===== src/rtl/ber_sweep_ctrl_pkg.sv =====
// Shared definitions for the BER sweep controller: state encoding, default
// sweep parameters and the noise-select width.
package ber_sweep_ctrl_pkg;

    localparam int NOISE_W                 = 4;
    localparam int DEF_FRAMES_PER_STEP     = 64;
    localparam int DEF_NUM_STEPS           = 16;
    localparam int DEF_SETTLE_CYC          = 256;
    localparam int DEF_SYNC_TIMEOUT        = 4096;
    localparam int DEF_ERR_W               = 20;

    typedef enum logic [2:0] {
        ST_IDLE      = 3'd0,
        ST_SETTLE    = 3'd1,
        ST_WAIT_SYNC = 3'd2,
        ST_MEASURE   = 3'd3,
        ST_REPORT    = 3'd4,
        ST_DONE      = 3'd5
    } sweep_state_t;

    function automatic int max_int(input int a, input int b);
        return (a > b) ? a : b;
    endfunction

endpackage


===== src/rtl/ber_sweep_ctrl_if.sv =====
// Control, link-status and result signals between the BER sweep controller
// and its surroundings (noise_adder select, bake_m_idfy status, logging path).
interface ber_sweep_ctrl_if #(parameter int ERR_W = 20);
    import ber_sweep_ctrl_pkg::*;

    logic               start;
    logic               abort;
    logic               sync_lock;
    logic               frame_tick;
    logic               bit_err;
    logic [NOISE_W-1:0] noise_sel;
    logic               busy;
    logic               done;
    logic               res_valid;
    logic [NOISE_W-1:0] res_step;
    logic [ERR_W-1:0]   res_err;
    logic               res_timeout;

    modport master (
        output start, abort, sync_lock, frame_tick, bit_err,
        input  noise_sel, busy, done, res_valid, res_step, res_err, res_timeout
    );

    modport slave (
        input  start, abort, sync_lock, frame_tick, bit_err,
        output noise_sel, busy, done, res_valid, res_step, res_err, res_timeout
    );

endinterface


===== src/rtl/ber_sweep_ctrl_sat_counter.sv =====
// Saturating up-counter used as the per-step bit error accumulator.
module ber_sweep_ctrl_sat_counter #(
    parameter int WIDTH = 20
) (
    input  logic             clk_fs,
    input  logic             rst_n,
    input  logic             inc,
    input  logic             clr,
    output logic [WIDTH-1:0] q,
    output logic             saturated
);

    assign saturated = &q;

    always_ff @(posedge clk_fs or negedge rst_n) begin
        if (!rst_n) begin
            q <= '0;
        end else if (clr) begin
            q <= '0;
        end else if (inc && !saturated) begin
            q <= q + WIDTH'(1);
        end
    end

endmodule


===== src/rtl/ber_sweep_ctrl.sv =====
// BER sweep sequencer: steps the noise code, flushes, waits for sequence lock,
// counts bit errors over a fixed number of frames and publishes one result per step.
//
// state      | meaning
// IDLE       | waiting for start, noise_sel parked at 0
// SETTLE     | fixed hold after a noise change while the filters flush
// WAIT_SYNC  | waiting for a frame boundary with sync_lock, bounded by timeout
// MEASURE    | accumulating bit errors and frames
// REPORT     | one-cycle result strobe, then next step or DONE
// DONE       | sweep complete, waiting for start
module ber_sweep_ctrl
    import ber_sweep_ctrl_pkg::*;
#(
    parameter int FRAMES_PER_STEP = DEF_FRAMES_PER_STEP,
    parameter int NUM_STEPS       = DEF_NUM_STEPS,
    parameter int SETTLE_CYC      = DEF_SETTLE_CYC,
    parameter int SYNC_TIMEOUT    = DEF_SYNC_TIMEOUT,
    parameter int ERR_W           = DEF_ERR_W
) (
    input logic                  clk_fs,
    input logic                  rst_n,
    ber_sweep_ctrl_if.slave      bus
);

    localparam int CNT_W = (max_int(SETTLE_CYC, SYNC_TIMEOUT) > 1)
                           ? $clog2(max_int(SETTLE_CYC, SYNC_TIMEOUT)) : 1;
    localparam int FRM_W = (FRAMES_PER_STEP > 1) ? $clog2(FRAMES_PER_STEP) : 1;

    localparam logic [CNT_W-1:0]   SETTLE_LD  = CNT_W'(SETTLE_CYC - 1);
    localparam logic [CNT_W-1:0]   TIMEOUT_LD = CNT_W'(SYNC_TIMEOUT - 1);
    localparam logic [FRM_W-1:0]   FRAME_LAST = FRM_W'(FRAMES_PER_STEP - 1);
    localparam logic [NOISE_W-1:0] LAST_STEP  = NOISE_W'(NUM_STEPS - 1);

    sweep_state_t       state;
    sweep_state_t       nxt;
    logic [CNT_W-1:0]   cnt;
    logic [FRM_W-1:0]   frame_acc;
    logic [ERR_W-1:0]   err_q;
    logic               err_sat;
    logic [ERR_W-1:0]   err_d;
    logic               in_measure;

    logic [NOISE_W-1:0] noise_sel,   noise_sel_d;
    logic               busy,        busy_d;
    logic               done,        done_d;
    logic               res_valid,   res_valid_d;
    logic [NOISE_W-1:0] res_step,    res_step_d;
    logic [ERR_W-1:0]   res_err,     res_err_d;
    logic               res_timeout, res_timeout_d;

    assign in_measure = (state == ST_MEASURE);

    ber_sweep_ctrl_sat_counter #(.WIDTH(ERR_W)) u_err_acc (
        .clk_fs    (clk_fs),
        .rst_n     (rst_n),
        .inc       (in_measure && bus.bit_err),
        .clr       (!in_measure),
        .q         (err_q),
        .saturated (err_sat)
    );

    // Count as it will stand after this cycle, so the error on the final tick lands in the result.
    assign err_d = (in_measure && bus.bit_err && !err_sat) ? err_q + ERR_W'(1) : err_q;

    always_ff @(posedge clk_fs or negedge rst_n) begin
        if (!rst_n) begin
            state <= ST_IDLE;
        end else begin
            state <= nxt;
        end
    end

    always_comb begin
        nxt = state;
        if (bus.abort) begin
            nxt = ST_IDLE;
        end else begin
            case (state)
                ST_IDLE, ST_DONE: if (bus.start) nxt = ST_SETTLE;
                ST_SETTLE:        if (cnt == '0) nxt = ST_WAIT_SYNC;
                ST_WAIT_SYNC: begin
                    if (bus.frame_tick && bus.sync_lock) nxt = ST_MEASURE;
                    else if (cnt == '0)                  nxt = ST_REPORT;
                end
                ST_MEASURE: begin
                    if (!bus.sync_lock)                                nxt = ST_WAIT_SYNC;
                    else if (bus.frame_tick && frame_acc == FRAME_LAST) nxt = ST_REPORT;
                end
                ST_REPORT:        nxt = (noise_sel == LAST_STEP) ? ST_DONE : ST_SETTLE;
                default:          nxt = ST_IDLE;
            endcase
        end
    end

    always_comb begin
        busy_d        = (nxt == ST_SETTLE) || (nxt == ST_WAIT_SYNC) ||
                        (nxt == ST_MEASURE) || (nxt == ST_REPORT);
        done_d        = (nxt == ST_DONE);
        res_valid_d   = (nxt == ST_REPORT);
        res_step_d    = res_step;
        res_err_d     = res_err;
        res_timeout_d = res_timeout;
        noise_sel_d   = noise_sel;

        if (bus.abort) begin
            noise_sel_d = '0;
        end else if ((state == ST_IDLE || state == ST_DONE) && nxt == ST_SETTLE) begin
            noise_sel_d = '0;
        end else if (state == ST_REPORT && nxt == ST_SETTLE) begin
            noise_sel_d = noise_sel + NOISE_W'(1);
        end

        if (nxt == ST_REPORT) begin
            res_step_d    = noise_sel;
            res_timeout_d = (state == ST_WAIT_SYNC);
            res_err_d     = (state == ST_WAIT_SYNC) ? '1 : err_d;
        end
    end

    always_ff @(posedge clk_fs or negedge rst_n) begin
        if (!rst_n) begin
            noise_sel   <= '0;
            busy        <= 1'b0;
            done        <= 1'b0;
            res_valid   <= 1'b0;
            res_step    <= '0;
            res_err     <= '0;
            res_timeout <= 1'b0;
        end else begin
            noise_sel   <= noise_sel_d;
            busy        <= busy_d;
            done        <= done_d;
            res_valid   <= res_valid_d;
            res_step    <= res_step_d;
            res_err     <= res_err_d;
            res_timeout <= res_timeout_d;
        end
    end

    // Shared down-counter: settle hold, then lock timeout; reloaded on every entry (incl. sync loss).
    always_ff @(posedge clk_fs or negedge rst_n) begin
        if (!rst_n) begin
            cnt <= '0;
        end else if (nxt == ST_SETTLE && state != ST_SETTLE) begin
            cnt <= SETTLE_LD;
        end else if (nxt == ST_WAIT_SYNC && state != ST_WAIT_SYNC) begin
            cnt <= TIMEOUT_LD;
        end else if (cnt != '0) begin
            cnt <= cnt - CNT_W'(1);
        end
    end

    always_ff @(posedge clk_fs or negedge rst_n) begin
        if (!rst_n) begin
            frame_acc <= '0;
        end else if (!in_measure) begin
            frame_acc <= '0;
        end else if (bus.frame_tick) begin
            frame_acc <= frame_acc + FRM_W'(1);
        end
    end

    assign bus.noise_sel   = noise_sel;
    assign bus.busy        = busy;
    assign bus.done        = done;
    assign bus.res_valid   = res_valid;
    assign bus.res_step    = res_step;
    assign bus.res_err     = res_err;
    assign bus.res_timeout = res_timeout;

endmodule


===== src/flat_wrapper.sv =====
// flat-port wrapper written by rule: the top's interface ports become plain ports
module ber_sweep_ctrl_flat import ber_sweep_ctrl_pkg::*;
#(
    parameter int FRAMES_PER_STEP = DEF_FRAMES_PER_STEP,
    parameter int NUM_STEPS       = DEF_NUM_STEPS,
    parameter int SETTLE_CYC      = DEF_SETTLE_CYC,
    parameter int SYNC_TIMEOUT    = DEF_SYNC_TIMEOUT,
    parameter int ERR_W           = DEF_ERR_W
)
  (clk_fs, rst_n, bus_start, bus_abort, bus_sync_lock, bus_frame_tick, bus_bit_err, bus_noise_sel, bus_busy, bus_done, bus_res_valid, bus_res_step, bus_res_err, bus_res_timeout);
  ber_sweep_ctrl_if #(.ERR_W(ERR_W)) bus_i ();
  input logic clk_fs;
  input logic rst_n;
  input wire logic [$bits(bus_i.start)-1:0] bus_start;
  input wire logic [$bits(bus_i.abort)-1:0] bus_abort;
  input wire logic [$bits(bus_i.sync_lock)-1:0] bus_sync_lock;
  input wire logic [$bits(bus_i.frame_tick)-1:0] bus_frame_tick;
  input wire logic [$bits(bus_i.bit_err)-1:0] bus_bit_err;
  output wire logic [$bits(bus_i.noise_sel)-1:0] bus_noise_sel;
  output wire logic [$bits(bus_i.busy)-1:0] bus_busy;
  output wire logic [$bits(bus_i.done)-1:0] bus_done;
  output wire logic [$bits(bus_i.res_valid)-1:0] bus_res_valid;
  output wire logic [$bits(bus_i.res_step)-1:0] bus_res_step;
  output wire logic [$bits(bus_i.res_err)-1:0] bus_res_err;
  output wire logic [$bits(bus_i.res_timeout)-1:0] bus_res_timeout;
  assign bus_i.start = bus_start;
  assign bus_i.abort = bus_abort;
  assign bus_i.sync_lock = bus_sync_lock;
  assign bus_i.frame_tick = bus_frame_tick;
  assign bus_i.bit_err = bus_bit_err;
  assign bus_noise_sel = bus_i.noise_sel;
  assign bus_busy = bus_i.busy;
  assign bus_done = bus_i.done;
  assign bus_res_valid = bus_i.res_valid;
  assign bus_res_step = bus_i.res_step;
  assign bus_res_err = bus_i.res_err;
  assign bus_res_timeout = bus_i.res_timeout;
  ber_sweep_ctrl #(.FRAMES_PER_STEP(FRAMES_PER_STEP), .NUM_STEPS(NUM_STEPS), .SETTLE_CYC(SETTLE_CYC), .SYNC_TIMEOUT(SYNC_TIMEOUT), .ERR_W(ERR_W)) u_core (.clk_fs(clk_fs), .rst_n(rst_n), .bus(bus_i));
endmodule

===== config.mk =====
export PLATFORM = sky130hd
export DESIGN_NAME = ber_sweep_ctrl_flat
export DESIGN_NICKNAME = d
export VERILOG_FILES = /design/src/rtl/ber_sweep_ctrl_pkg.sv /design/src/rtl/ber_sweep_ctrl_if.sv /design/src/rtl/ber_sweep_ctrl_sat_counter.sv /design/src/rtl/ber_sweep_ctrl.sv /design/src/flat_wrapper.sv
export SDC_FILE = /design/constraint.sdc
export NUM_CORES = 1
export LEC_CHECK = 0
export CAP_MARGIN = 5
export CORE_ASPECT_RATIO = 0.5
export CORE_MARGIN = 10
export CORE_UTILIZATION = 57
export CTS_CLUSTER_DIAMETER = 40
export DETAILED_ROUTE_END_ITERATION = 7
export MAX_ROUTING_LAYER = met4
export PLACE_DENSITY_LB_ADDON = 0.3
export SLEW_MARGIN = 20
export SYNTH_ARGS = -nofsm -noshare
export SYNTH_HDL_FRONTEND = slang
export SYNTH_HIERARCHICAL = 1
export SYNTH_SLANG_ARGS = --single-unit
export TNS_END_PERCENT = 20

===== constraint.sdc =====
create_clock -name clk_fs -period 3.4 [get_ports clk_fs]
set_input_delay 0.68 -clock clk_fs [delete_from_list [all_inputs] [get_ports clk_fs]]
set_output_delay 0.68 -clock clk_fs [all_outputs]
set_load 0.02 [all_outputs]

# Yosys cells after proc, flatten, opt, wreduce, memory -nomap -nowiden
# Cells that the tools add are included.
# op_classes
add_sub_neg,4
eq_ne,15
n_mux,20
reduce_logical,20
# op_table
cell,n
$mux W20,3
$mux W12,3
$mux W3,8
$add A20 B1 Y20 const B,1
$reduce_and A20 Y1,1
$pmux W3 S5,1
$eq A3 B2 Y1 const B,4
$eq A3 B3 Y1 const B,4
$logic_not A12 Y1,1
$mux W4,3
$mux W6,2
$reduce_bool A12 Y1,1
$sub A12 B1 Y12 const B,1
$logic_and A1 B1 Y1,8
$add A6 B1 Y6 const B,1
$eq A3 B1 Y1 const B,2
$eq A6 B6 Y1 const B,1
$reduce_bool A3 Y1,2
$add A4 B1 Y4 const B,1
$eq A4 B4 Y1 const B,1
$logic_or A1 B1 Y1,4
$logic_not A3 Y1,1
$ne A3 B1 Y1 const B,1
$ne A3 B2 Y1 const B,1
3 further kinds,3
# word_totals
regBits,73
out_inout_bits,32

# Depth between registers and ports, before layout
# logic_depth
depth_word,11
mapped_depth,10
mapped_depth_nobuf,9

# Cells and area by module
# The synthesis kept the hierarchy.
# by_module_without_submodules
mod,instances,cells_each,area_each_um2,seq_area_each_um2
ber_sweep_ctrl,1,296,2926.6,1326.3
ber_sweep_ctrl_sat_counter,1,124,1156.1,500.5

# Worst setup path after synthesis
# OpenSTA, ideal clock, no wires.
# synth_path
path_kind,register to register
start,reg u_core.cnt[3]
end,reg u_core.res_step[0] (netlist: u_core/bus.res_step[0])
arrival_ns,2.530
required_ns,3.272
slack_ns,0.742
stages_incl_launch_ff,9
path_cell_list,dfrtp_1 > or4_1 > buf_2 > nor4_4 > nand3_1 > a21oi_1 > and2_1 > buf_4 > mux2_1
# synth_between
elab_chain_cells,6
word_cells_on_any_way,7
# synth_lines
item,line,text
start: declaration,ber_sweep_ctrl.sv:36,logic [CNT_W-1:0] cnt;
start signal: assignment,ber_sweep_ctrl.sv:149,cnt <= cnt - CNT_W'(1);
$logic_not A12 Y1 *,"ber_sweep_ctrl.sv:80, ber_sweep_ctrl.sv:83",
$mux W3,ber_sweep_ctrl.sv:83,else if (cnt == '0) nxt = ST_REPORT;
$mux W3,ber_sweep_ctrl.sv:82,if (bus.frame_tick && bus.sync_lock) nxt = ST_MEASURE;
$pmux W3 S5 *,ber_sweep_ctrl.sv:78,case (state)
$mux W3 *,ber_sweep_ctrl.sv:75,if (bus.abort) begin
$eq A3 B3 Y1 *,ber_sweep_ctrl.sv:113,if (nxt == ST_REPORT) begin
end signal: assignment,ber_sweep_ctrl.sv:134,res_step <= res_step_d;
end: declaration,ber_sweep_ctrl.sv:47,"logic [NOISE_W-1:0] res_step, res_step_d;"
# Mark *: on every way between the ends. The rest lies on a longest branch, timed or not.
# A chain may end at the register's enable or synchronous reset.

# Worst setup path after layout
# layout_path
start,reg u_core.cnt[3]
end,reg u_core.res_err[8] (netlist: u_core/bus.res_err[8])
# layout_between
elab_chain_cells,6
word_cells_on_any_way,7
# layout_lines
item,line,text
$logic_not A12 Y1 *,"ber_sweep_ctrl.sv:80, ber_sweep_ctrl.sv:83",
$mux W3,ber_sweep_ctrl.sv:83,
$mux W3,ber_sweep_ctrl.sv:82,
$pmux W3 S5 *,ber_sweep_ctrl.sv:78,
$mux W3 *,ber_sweep_ctrl.sv:75,
$eq A3 B3 Y1 *,ber_sweep_ctrl.sv:113,
end signal: assignment,ber_sweep_ctrl.sv:135,res_err <= res_err_d;
end: declaration,ber_sweep_ctrl.sv:48,"logic [ERR_W-1:0] res_err, res_err_d;"
# Marks and branches as above.

==> metrics <==
cts repair resizes=0; Hold/Removal Path Class=input port to asynchronous set/reset pin; top post-synthesis cells by count=73 x dfrtp_1, 36 x a21oi_1, 31 x nor2_1, 26 x nand2_1, 24 x xor2_1; TritonCTS clock tree=built; RD Place Congestion=0.920; maxcap violations=0; Seq/Total Area, Yosys=44.7%; DR WL/cell=17.5 um; number of antenna violations at the first check in global routing=0; compound-gate portion of the synthesized area=14.2%; Final #Nets=469; area grow syn2layout=18.4%; Yosys top cell by area=dfrtp_1; setup repair after global routing missed its margin=false; post-DP HPWL=6.73 mm; share of cells above drive strength 1=11.0%; TritonCTS buffer count=9; Reg clk slew, reported paths=0.06 ns; Worst Skew=0.00714 ns; die area=11200 sq um; io pins=39; xor and xnor area share after synthesis=8.58%; worst-margin pin slew=0.752 ns; final hold violation count=0; core footprint=6810 sq um; CTS root buf=clkbuf_16; DRC Markers=0; Area after DPL=4520 sq um; Die Width=140 um; FF-to-FF path depth=7; DR vias/cell=6.17; Syn Nets=432; Starting Density=60.0%; flops & latches, synth=73; CTS H-tree depth=3; syn_area_per_cell=9.72 sq um; Clk Latency, worst-skew pair=0.34 ns; maximum vdd drop=0.000257 V; Yosys warnings=6; Yosys top cell area share=44.7%; clock sinks=73; row count=21; Slew headroom=49.4%; Die Height=79.8 um; Final Cycle Share=84.8%; Highest Clock Rate=347 MHz; number of global-route vias before repair=3322; status=finished clean; Synth Area in Adders=1.53%; router iterations before antenna repair=5; vias post-DR=3420; final wirelength=9.67 mm; min cycle time layout=2.88 ns; Pwr Density=425 nW/um^2; Worst setup EP type=flop; pin count of the biggest net entering global routing=34; ANT cells=0; share of async-settable or async-resettable flops after synthesis=100%; Crit Path Max Fanout=10; total congestion overflow=0; fill count=494; combinational family with the most area after synthesis=simple AND/OR/NAND/NOR gates; first-pass GRT wire length=16.2 mm; Setup TNS=0 ns; number of enable flip-flop cells after synthesis=0; Setup Buffers After CTS=0; count leader, synth=dfrtp_1; mux cell area share after synthesis=3.10%; final instance area=4840 sq um; synth unique cells=58; Synth Area in Simple Gates=23.9%; type of origin of the critical path=flop; Mapped Area=4080 sq um; WP data arrival=3.05 ns; synthesized instance count=420; IO buf count=38; GRT Total Usage=18.2%; Post-CTS Hold Buffers=0; number of DRC markers in iteration 0=389; critical path class=flop to flop; CP required=3.56 ns; final max-slew violation count=0; Pleak=1.91 nW; # setup viols final=0; Longest Clk Path Bufs=2; main area contributors after synthesis=dfrtp_1 45%, xor2_1 5.1%, a21oi_1 4.4%; Post-synth top flop=dfrtp_1; antenna-violating nets left=0
[through the flow]
step	util, %	hold slack, ns	setup WS, ns	instances	power, mW
2_1_floorplan	-	0.384	0.742	420	1.03
3_3_place_gp	66.5	0.476	0.543	538	1.07
3_5_place_dp	66.5	0.499	0.381	538	1.08
4_1_cts	71.1	0.209	0.527	554	2.07
5_1_grt	71.1	0.225	0.351	554	2.13
6_report	71.1	0.218	0.515	554	2.05
[cell type report]
type	count	area [sq um]	area share, %
Sequential cell	73	1830	37.8
Clock buffer	10	229	4.73
Clock inverter	6	82.6	1.71
Tap cell	92	115	2.38
Multi-Input combinational cell	316	2090	43.3
Timing Repair Buffer	49	458	9.47
Inverter	8	30.0	0.621
[placed cells by master, fill, tap and decap left out, types with 5 or more instances in the layout]
master            n
a21oi_1          36
a31oi_1          21
and2_1            5
and3_1            7
buf_4            11
clkbuf_16         9
clkdlybuf4s50_1  37
dfrtp_1          73
ha_1              5
inv_1             7
mux2_1            5
mux2i_1           7
nand2_1          26
nand3_1          22
nand4_1          15
nor2_1           31
nor2b_1           5
nor3_1            8
nor4_1            8
o21ai_0           9
o31ai_1           5
or3_1            11
or4_1             7
xnor2_1          16
xor2_1           24
[power by group]
group	internal, mW	total [mW]	switching [mW]
logic	0.0616	0.141	0.0796
clock network	0.638	0.992	0.354
registers	0.895	0.921	0.0257
total	1.59	2.05	0.459
[routing by layer]
metal	vias to the layer above	wire (um)	global-route usage, %
met3	17	437	5.29
met5	-	0	-
li1	1611	-	-
met2	87	4940	31.1
met4	0	145	5.84
met1	1705	4140	20.4
[sequential cells by signal, summed over array words and instances (netlist names)]
name and count:
u_core/bus.busy 1, u_core/bus.done 1, u_core/bus.noise_sel 4, u_core/bus.res_err 20, u_core/bus.res_step 4, u_core/bus.res_timeout 1
u_core/bus.res_valid 1, u_core/cnt 12, u_core/frame_acc 6, u_core/state 3, u_core/u_err_acc/q 20
[critical path, stage by stage, from the launching register on]
cell      delay, ns
dfrtp_1        0.42
or4_1          0.68
nor4_4         0.40
nand2_1        0.17
a211oi_2       0.30
and2_1         0.38
buf_4          0.25
a31oi_1        0.12
[cells by family (layout without fill, tap and decap cells)]
logic type | count (synthesis) | count (layout)
AOI/OAI and AO/OA | 89 | 89
muxes | 12 | 12
and+or+nand+nor | 170 | 170
DFF | 73 | 73
adders and majority gates | 5 | 5
buffers and inverters | 31 | 73
xor gates and xnor gates | 40 | 40
[worst paths after layout]
kind | start | slack, ns | to
min in group clk_fs | u_core/bus.res_timeout$_DFFE_PN0P_ | 0.51 | u_core/bus.res_timeout$_DFFE_PN0P_
worst min-delay path | rst_n | 0.22 | u_core/cnt[5]$_DFFE_PN0P_
max in group asynchronous | rst_n | 2.46 | u_core/bus.res_err[10]$_DFFE_PN0P_
worst max register to register | u_core/cnt[3]$_DFFE_PN0P_ | 0.52 | u_core/bus.res_err[8]$_DFFE_PN0P_
worst max-delay path | u_core/cnt[3]$_DFFE_PN0P_ | 0.52 | u_core/bus.res_err[8]$_DFFE_PN0P_
worst min register to register | u_core/bus.res_timeout$_DFFE_PN0P_ | 0.51 | u_core/bus.res_timeout$_DFFE_PN0P_
No activity file was read; power rests on OpenSTA's default activity.
==> RTL edit: new RTL, same flow settings <==
The 6 states of `sweep_state_t` get a Gray code encoding in 3 bits.
--- a/src/rtl/ber_sweep_ctrl_pkg.sv
+++ b/src/rtl/ber_sweep_ctrl_pkg.sv
@@ -10,12 +10,12 @@
     localparam int DEF_ERR_W               = 20;
 
     typedef enum logic [2:0] {
-        ST_IDLE      = 3'd0,
-        ST_SETTLE    = 3'd1,
-        ST_WAIT_SYNC = 3'd2,
-        ST_MEASURE   = 3'd3,
-        ST_REPORT    = 3'd4,
-        ST_DONE      = 3'd5
+        ST_IDLE      = 3'b000,
+        ST_SETTLE    = 3'b001,
+        ST_WAIT_SYNC = 3'b011,
+        ST_MEASURE   = 3'b010,
+        ST_REPORT    = 3'b110,
+        ST_DONE      = 3'b111
     } sweep_state_t;
 
     function automatic int max_int(input int a, input int b);
Formal check against the unedited RTL: no difference found for any inputs over 10 cycles, from zero or initial values and one cycle with rst_n low; not proved beyond that.
==> RTL edit against the original RTL <==
Cell area increased by 3.7%. Total power decreased by 7.8%. Wire length increased by 2.4%. Critical path type unchanged. Fmax decreased by 2.2%. Clock power decreased by 13%. Sequential cell count unchanged. Synthesized area increased by 4.1%. Worst setup slack got worse by 0.065 ns. Largest cell class unchanged.
==> RTL edit: results (changes against the original RTL) <==
Status
  – Status: finished, final reports clean (unchanged)

Drt
  – Via/cell ratio: 6.11 (was 6.17)
  – Post-DR wirelength/cell: 17.1 um (was 17.5 um)
  – Iter 0 DRT Violations: 331 (was 389)
  – Routed WL: 9.90 mm (was 9.67 mm)

Yosys
  – Synth area leaders: dfrtp_1 43%, mux2_4 5.3%, xnor2_1 3.9%, nor2_1 3.0%, nand2_1 2.9% (was dfrtp_1 45%, xor2_1 5.1%, a21oi_1 4.4%, xnor2_1 3.4%, a31oi_1 3.2%)
  – Top post-synthesis cells by count: 73 x dfrtp_1, 34 x nor2_1, 33 x nand2_1 (was 73 x dfrtp_1, 36 x a21oi_1, 31 x nor2_1)
  – Syn Area/Cell: 9.75 um^2 (was 9.72 um^2)
  – Syn Nets: 448 (was 432)
  – Post-synthesis cell type count: 61 (was 58)

STA
  – Relative slew margins: 38.6% (was 49.4%)
  – Worst-case clock skew: 0.00585 ns (was 0.00714 ns)
  – Worst hold slack: 0.466 ns (was 0.218 ns)

Placement
  – Dpl cell area: 4730 um^2 (was 4520 um^2)
  – Place WS: 0.419 ns (was 0.381 ns)
  – Dpl hpwl: 6.63 mm (was 6.73 mm)

Layout
  – Final Core Density: 68.7% (was 71.1%)
  – Layout cell share with drive strength beyond 1: 13.5% (was 11.0%)
  – Nets: 489 (was 469)

Global routing
  – Met2 Use GR: 28.8% (was 31.1%)
  – Pin count of the biggest net entering global routing: 74 (was 34)
  – First-pass GRT wire length: 16.4 mm (was 16.2 mm)
  – Routing usage on met3: 4.71% (was 5.29%)
  – Vias in the first global route: 3327 (was 3322)
  – GR Layer Usage met1: 21.9% (was 20.4%)
  – Total Routing Usage GR: 18.0% (was 18.2%)

Worst setup path
  – Worst flop-to-flop path endpoint: u_core/bus.res_err[17] (was u_core/bus.res_err[8])
  – Worst EP arrival: 3.17 ns (was 3.05 ns)
  – Max incr delay on CP: 0.88 ns (was 0.68 ns)
  – Worst R2R Start: u_core/state[1] (was u_core/cnt[3])
  – Worst reg2reg setup slack: 0.45 ns (was 0.52 ns)

Die
  – Die extent in x: 142 um (was 140 um)

Pwr
  – Lkg Pwr: 2.03 nW (was 1.91 nW)
  – Worst vdd ir: 279 uV (was 257 uV)
==> RTL edit: logic make-up after synthesis <==
group | share of synthesized area, %
DFF | 43.0
and+or+nand+nor | 25.7
muxes | 9.71
buffers and inverters | 3.56
adders and majority gates | 1.47
xor gates and xnor gates | 5.36
AOI/OAI and AO/OA | 11.2
==> RTL edit: worst max path at each step <==
| stage | start | to | slack [ns] | depth (start not counted) |
|---|---|---|---|---|
| floorplan | u_core/state[0] | u_core/u_err_acc/q[10] | 0.72 | 9 |
| global placement | bus_frame_tick | u_core/bus.res_err[1] | 0.49 | 7 |
| detailed placement | u_core/state[1] | u_core/bus.res_err[18] | 0.42 | 5 |
| CTS | u_core/state[1] | u_core/bus.res_err[10] | 0.34 | 5 |
| global route | u_core/state[1] | u_core/bus.res_err[17] | 0.30 | 5 |
| finish | u_core/state[1] | u_core/bus.res_err[17] | 0.45 | 5 |
==> RTL edit: power by group <==
group | internal [mW] | leakage [nW] | switching [mW] | total, mW
clock | 0.510 | 0.135 | 0.358 | 0.868
sequential | 0.890 | 0.962 | 0.0288 | 0.919
combinational | 0.0460 | 0.935 | 0.0605 | 0.107
total | 1.45 | 2.03 | 0.447 | 1.89
==> RTL edit: per-layer routing <==
metal | part of all wire [%] | wire, um
met2 | 49 | 4820
met4 | 1.3 | 133
met5 | 0 | 0
met3 | 4.7 | 466
met1 | 45 | 4480
==> RTL edit: layout make-up <==
class / instances / area share, %
multi-input cells: 332 / 45.4
flip-flops and latches: 73 / 36.4
repair buffers: 48 / 9.28
clock buffers: 11 / 4.84
well taps: 96 / 2.40
inverters: 13 / 0.973
clock inverters: 5 / 0.624
